File: src/rtl/trace_pkg.sv
// trace_pkg: shared state encoding and entry layout for retire_trace_buffer
package trace_pkg;
    typedef enum logic [1:0] {ST_IDLE = 2'd0, ST_CAPTURE = 2'd1, ST_DONE = 2'd2} state_t;
    localparam int RD_W = 5;
    function automatic int entry_w(input int xlen);
        return 2 * xlen + RD_W;
    endfunction
endpackage

File: src/rtl/trace_fifo.sv
// trace_fifo: first-word-fall-through circular buffer with net occupancy count
module trace_fifo
    import trace_pkg::*;
#(
    parameter int W = 69,
    parameter int DEPTH = 16,
    parameter int CW = $clog2(DEPTH) + 1
) (
    input  logic          clock,
    input  logic          reset,
    input  logic          push,
    input  logic          pop,
    input  logic          clear,
    input  logic [W-1:0]  din,
    output logic [W-1:0]  dout,
    output logic [CW-1:0] count,
    output logic          full,
    output logic          empty
);
    localparam int AW = $clog2(DEPTH);
    logic [W-1:0] mem [DEPTH];
    logic [AW-1:0] wptr, rptr;
    logic do_push, do_pop;
    assign full = count == CW'(DEPTH);
    assign empty = count == '0;
    assign do_pop = pop && !empty;
    assign do_push = push && (!full || do_pop);
    assign dout = mem[rptr];
    always_ff @(posedge clock)
        if (do_push) mem[wptr] <= din;
    always_ff @(posedge clock) begin
        if (reset || clear) begin
            wptr <= '0;
            rptr <= '0;
            count <= '0;
        end else begin
            if (do_push) wptr <= wptr + AW'(1);
            if (do_pop) rptr <= rptr + AW'(1);
            count <= count + CW'(do_push) - CW'(do_pop);
        end
    end
endmodule

File: src/rtl/retire_trace_buffer.sv
// retire_trace_buffer: captures watched register writebacks into a trace buffer; TRACE_HALT_DETECT_EN adds self-loop auto-stop
module retire_trace_buffer
    import trace_pkg::*;
#(
    parameter int XLEN = 32,
    parameter int DEPTH = 16,
    parameter int REG_LO = 10,
    parameter int REG_HI = 15,
    parameter int HALT_CYCLES = 4
) (
    input  logic                       clock,
    input  logic                       reset,
    input  logic                       i_valid,
    input  logic [XLEN-1:0]            i_pc,
    input  logic                       i_rd_we,
    input  logic [4:0]                 i_rd_addr,
    input  logic [XLEN-1:0]            i_rd_data,
    input  logic                       i_arm,
    input  logic                       i_stop,
    input  logic                       i_clear,
    output logic                       o_trace_valid,
    input  logic                       i_trace_ready,
    output logic [XLEN-1:0]            o_trace_pc,
    output logic [4:0]                 o_trace_rd,
    output logic [XLEN-1:0]            o_trace_data,
    output logic [$clog2(DEPTH):0]     o_count,
    output logic                       o_overflow,
    output logic [1:0]                 o_state,
    output logic                       o_halted
);
    localparam int EW = entry_w(XLEN);
    localparam logic [RD_W-1:0] LO = RD_W'(REG_LO);
    localparam logic [RD_W-1:0] HI = RD_W'(REG_HI);
    state_t state, state_nx;
    logic qual, pop, halt, full, empty;
    logic [EW-1:0] head;
    assign qual = state == ST_CAPTURE && i_valid && i_rd_we && i_rd_addr != '0 && i_rd_addr >= LO && i_rd_addr <= HI;
    assign pop = o_trace_valid && i_trace_ready;
    assign o_trace_valid = !empty;
    assign {o_trace_pc, o_trace_rd, o_trace_data} = head;
    assign o_state = state;
    trace_fifo #(.W(EW), .DEPTH(DEPTH)) u_fifo (
        .clock(clock),
        .reset(reset),
        .push(qual),
        .pop(pop),
        .clear(i_clear),
        .din({i_pc, i_rd_addr, i_rd_data}),
        .dout(head),
        .count(o_count),
        .full(full),
        .empty(empty)
    );
    always_comb
        state_nx = i_clear ? ST_IDLE :
                   state == ST_CAPTURE ? ((i_stop || halt) ? ST_DONE : ST_CAPTURE) :
                   i_arm ? ST_CAPTURE : state;
    always_ff @(posedge clock) begin
        if (reset) begin
            state <= ST_IDLE;
            o_overflow <= 1'b0;
        end else begin
            state <= state_nx;
            o_overflow <= !i_clear && (o_overflow || (qual && full && !pop));
        end
    end
`ifdef TRACE_HALT_DETECT_EN
    localparam int HW = $clog2(HALT_CYCLES + 1);
    logic [XLEN-1:0] prev_pc;
    logic prev_ok, same;
    logic [HW-1:0] hcnt;
    assign same = i_valid && prev_ok && i_pc == prev_pc;
    assign halt = state == ST_CAPTURE && same && hcnt == HW'(HALT_CYCLES - 1);
    always_ff @(posedge clock) begin
        if (reset || state != ST_CAPTURE) begin
            prev_ok <= 1'b0;
            hcnt <= '0;
        end else if (i_valid) begin
            prev_pc <= i_pc;
            prev_ok <= 1'b1;
            hcnt <= same ? hcnt + HW'(1) : '0;
        end
    end
    always_ff @(posedge clock) begin
        if (reset || i_clear) o_halted <= 1'b0;
        else if (halt && !i_stop) o_halted <= 1'b1;
    end
`else
    assign halt = 1'b0;
    assign o_halted = 1'b0;
`endif
endmodule

File: config.mk
export PLATFORM = sky130hd
export DESIGN_NAME = retire_trace_buffer
export DESIGN_NICKNAME = d
export VERILOG_FILES = /design/src/rtl/trace_pkg.sv /design/src/rtl/trace_fifo.sv /design/src/rtl/retire_trace_buffer.sv
export SDC_FILE = /design/constraint.sdc
export NUM_CORES = 1
export LEC_CHECK = 0
export CORE_ASPECT_RATIO = 2
export CORE_MARGIN = 10
export CORE_UTILIZATION = 35
export DETAILED_ROUTE_END_ITERATION = 16
export GPL_TIMING_DRIVEN = 0
export PLACE_DENSITY = 0.58
export SLEW_MARGIN = 25
export SYNTH_ARGS = -nofsm -noshare
export SYNTH_HDL_FRONTEND = slang
export SYNTH_SLANG_ARGS = --single-unit
File: constraint.sdc
create_clock -name clock -period 26.9 [get_ports clock]
set_input_delay 4.035 -clock clock [delete_from_list [all_inputs] [get_ports clock]]
set_output_delay 4.035 -clock clock [all_outputs]
set_load 0.05 [all_outputs]
==> flow_summary_export.csv <==
group,metric,value,unit
clock_tree,htreeDepth,3,
critical_path,worstPathCellList,"nor2_1, clkbuf_1, clkbuf_1, a22oi_1, nand2_1, clkdlybuf4s50_1",
drt,via_count,20100,
placement,io_buffers,154,
synthesis,synth_top_cells_by_count,"edfxtp_1 (1,104), mux4_2 (276), a22oi_1 (138), nand2_1 (73), clkbuf_1 (43)",
placement,hpwl,70.0,mm
sta,setup_violations,0,
placement,dp_cells,3609,
layout,drive_gt1_share,25.8,%
global_routing,grt_first_pass_wirelength,156,mm
sta,worst_pin_slew,0.971,ns
synthesis,ys_seq_elements,1124,
sta,finalMaxSlewViolations,0,
synthesis,syn-num-nets,1901,
layout,stdcell_count,3794,
sta,fin_setup_tns,0,ns
sta,rsz0062_at_grt,"false",
sta,period_needed,8.30,ns
critical_path,worstPathArrival,4.27,ns
job,drv_cap,0,
sta,whs,0.482,ns
synthesis,synth_area_leader_cell,"edfxtp_1",
power,p_per_area,74.3,nW/um2
clock_tree,cts_sinks,1124,
synthesis,yosysMostFrequentCell,"edfxtp_1",
critical_path,cp_max_fo,10,
drt,routed_wl,107,mm
sta,final_hold_viol_count,0,
floorplanning,chipWidth,266,um
clock_tree,cts_made_buffers,99,
sta,relSlewSlack,35.3,%
clock_tree,clk_pin_slew,0.06,ns
power,power_leakage,15.3,nW
sta,min_period_over_period,30.9,%
clock_tree,clk-insertion-delay-late,0.71,ns
critical_path,cp_top_family,"buffers and inverters",
floorplanning,dieArea,136000,um2
power,ir_worst_vdd,0.0000709,V
synthesis,async_flop_share,0,%
global_routing,grt-ovfl-total,0,
synthesis,yosys_most_used_dff,"edfxtp_1",
drt,drc,0,
drt,ant_nets,0,
floorplanning,io_pins,156,
critical_path,cp.required,22.86,ns
sta,fin_skew,0.0227,ns
synthesis,syn_area,42200,um2
clock_tree,post_cts_buffers,0,
global_routing,grt_use_total,15.9,%
hold_path,hp-class,"reg -> reg",
drt,wl_per_cell,28.3,um
layout,multi_input_area,8260,um2
synthesis,synth_top_area_share,78.5,%
clock_tree,cts_root_buf,"clkbuf_16",
critical_path,max_stage_delay,0.81,ns
synthesis,yosys-top-cells-area,"edfxtp_1 (79%), mux4_2 (15%), a22oi_1 (2.5%)",
layout,nNetsFinal,2252,
global_routing,grt_max_degree,34,
floorplanning,start_util,35.2,%
synthesis,yosys_warnings,0,
synthesis,ys_types,38,
critical_path,crit_buf_inv,3,
critical_path,cp_slowest_cell,"clkdlybuf4s50_1",
floorplanning,rows,180,
clock_tree,clock_path_buffers,3,
clock_tree,cts_hold_buf,0,
drt,drt_iter0_markers,1814,
floorplanning,die_h,511,um
synthesis,synth_cells,1812,
layout,fin_util,41.7,%
critical_path,worstSetupPathType,"reg -> out",
global_routing,antenna_found_initial,8,
global_routing,grt_pass1_vias,22200,
synthesis,synth_enable_flop_cells,1104,
drt,drt-vias-per-instance,5.30,
sta,max_freq,0.120,GHz
layout,regArea,33600,um2
synthesis,ys_seq_area_share,79.5,%
critical_path,path_common_cell,"clkbuf_1",
drt,firstDrtPassIters,5,
clock_tree,post_cts_resized,0,
synthesis,avgSynthCellArea,23.3,um2
layout,areaGrowthSynthToFinish,18.5,%
clock_tree,cts_tree,"done",
floorplanning,fp.coreArea,120000,um2
layout,fill_cells,10300,
critical_path,worstSetupEndpointType,"primary output",
placement,gp_congestion,0.720,
critical_path,cp-start-kind,"register",
run_status,status,"finished, final reports clean",
-- layout make-up --
type	count	area share, %
repair buffers	250	5.17
multi-input cells	580	16.5
clock buffers	113	5.06
flip-flops and latches	1124	67.1
clock inverters	71	1.34
inverters	9	0.0675
plain buffers	99	0.898
diodes	1	0.00500
well taps	1547	3.87
-- worst min-delay path, delay by kind of cell, from the launching register on --
kind	cells	cell delay, ns
AND/OR/NAND/NOR	1	0.07
flip-flops	1	0.33
AO/OA/AOI/OAI	1	0.05
-- final timing paths --
| check | startpoint | end | slack, ns | cells past startpoint |
|---|---|---|---|---|
| setup / recovery | register | o_trace_pc[25] | 18.60 | 6 |
| hold / removal | o_overflow | o_overflow | 0.48 | 2 |
| setup reg to reg | u_fifo.count[2] | u_fifo.mem[14][48] | 23.33 | 12 |
| hold reg to reg | o_overflow | o_overflow | 0.48 | 2 |
-- routing by layer --
metal / vias to the layer above / part of all wire (%) / track usage, % / wire, um
met1: 10900 / 38 / 18.4 / 40300
met3: 146 / 5.4 / 2.88 / 5820
li1: 8439 / - / - / -
met5: - / 0.060 / 0 / 64
met2: 647 / 55 / 29.2 / 58700
met4: 10 / 2.3 / 4.74 / 2510
-- report_power, final --
| part | internal, mW | leakage, nW | switching (mW) |
|---|---|---|---|
| registers | 1.92 | 10.1 | 0.00295 |
| clock network | 0.770 | 1.57 | 0.647 |
| logic | 0.163 | 3.69 | 0.210 |
-- logic make-up after synthesis --
family	after synthesis	synth area share, %
AOI/OAI and AO/OA	153	2.66
xor gates and xnor gates	6	0.124
adders and majority gates	12	0.373
buffers and inverters	108	1.14
DFF	1124	79.5
muxes	277	14.8
other	1	0.00888
and+or+nand+nor	131	1.45
-- per-stage QoR --
stage	area (um2)	setup slack [ns]	power [mW]
after CTS	50000	18.48	3.76
after global placement	45700	3.57	2.34
after global routing	50000	18.47	3.84
final	50000	18.60	3.72
after detailed placement	46800	18.86	2.35
after floorplan	42200	14.43	2.22
-- cells in the final DEF (no fill, tap or decap), drive strengths merged, types with 2 or more instances in the layout --
cell	synthesis	routed
and2	3	3
dfxtp	20	20
o21ai	3	3
a22oi	138	138
buf	56	152
clkinv	0	50
ha	11	11
nor4b	3	3
xor2	4	4
mux4	276	276
edfxtp	1104	1104
inv	9	14
nor2b	5	5
xnor2	2	2
nand3	7	7
nand3b	2	2
or3	3	3
a21oi	9	9
and3	11	11
bufinv	0	9
nand2	73	73
clkinvlp	0	7
clkdlybuf4s50	0	154
nor2	14	14
clkbuf	43	156
nor3	2	2
-- flip-flops by register name, indices dropped and copies added (netlist names), named ones only --
register      count
u_fifo.rptr       4
u_fifo.count      5
o_state           2
u_fifo.mem     1104
u_fifo.wptr       4
o_overflow        1
Note: power is estimated with default switching activity, not from simulation.
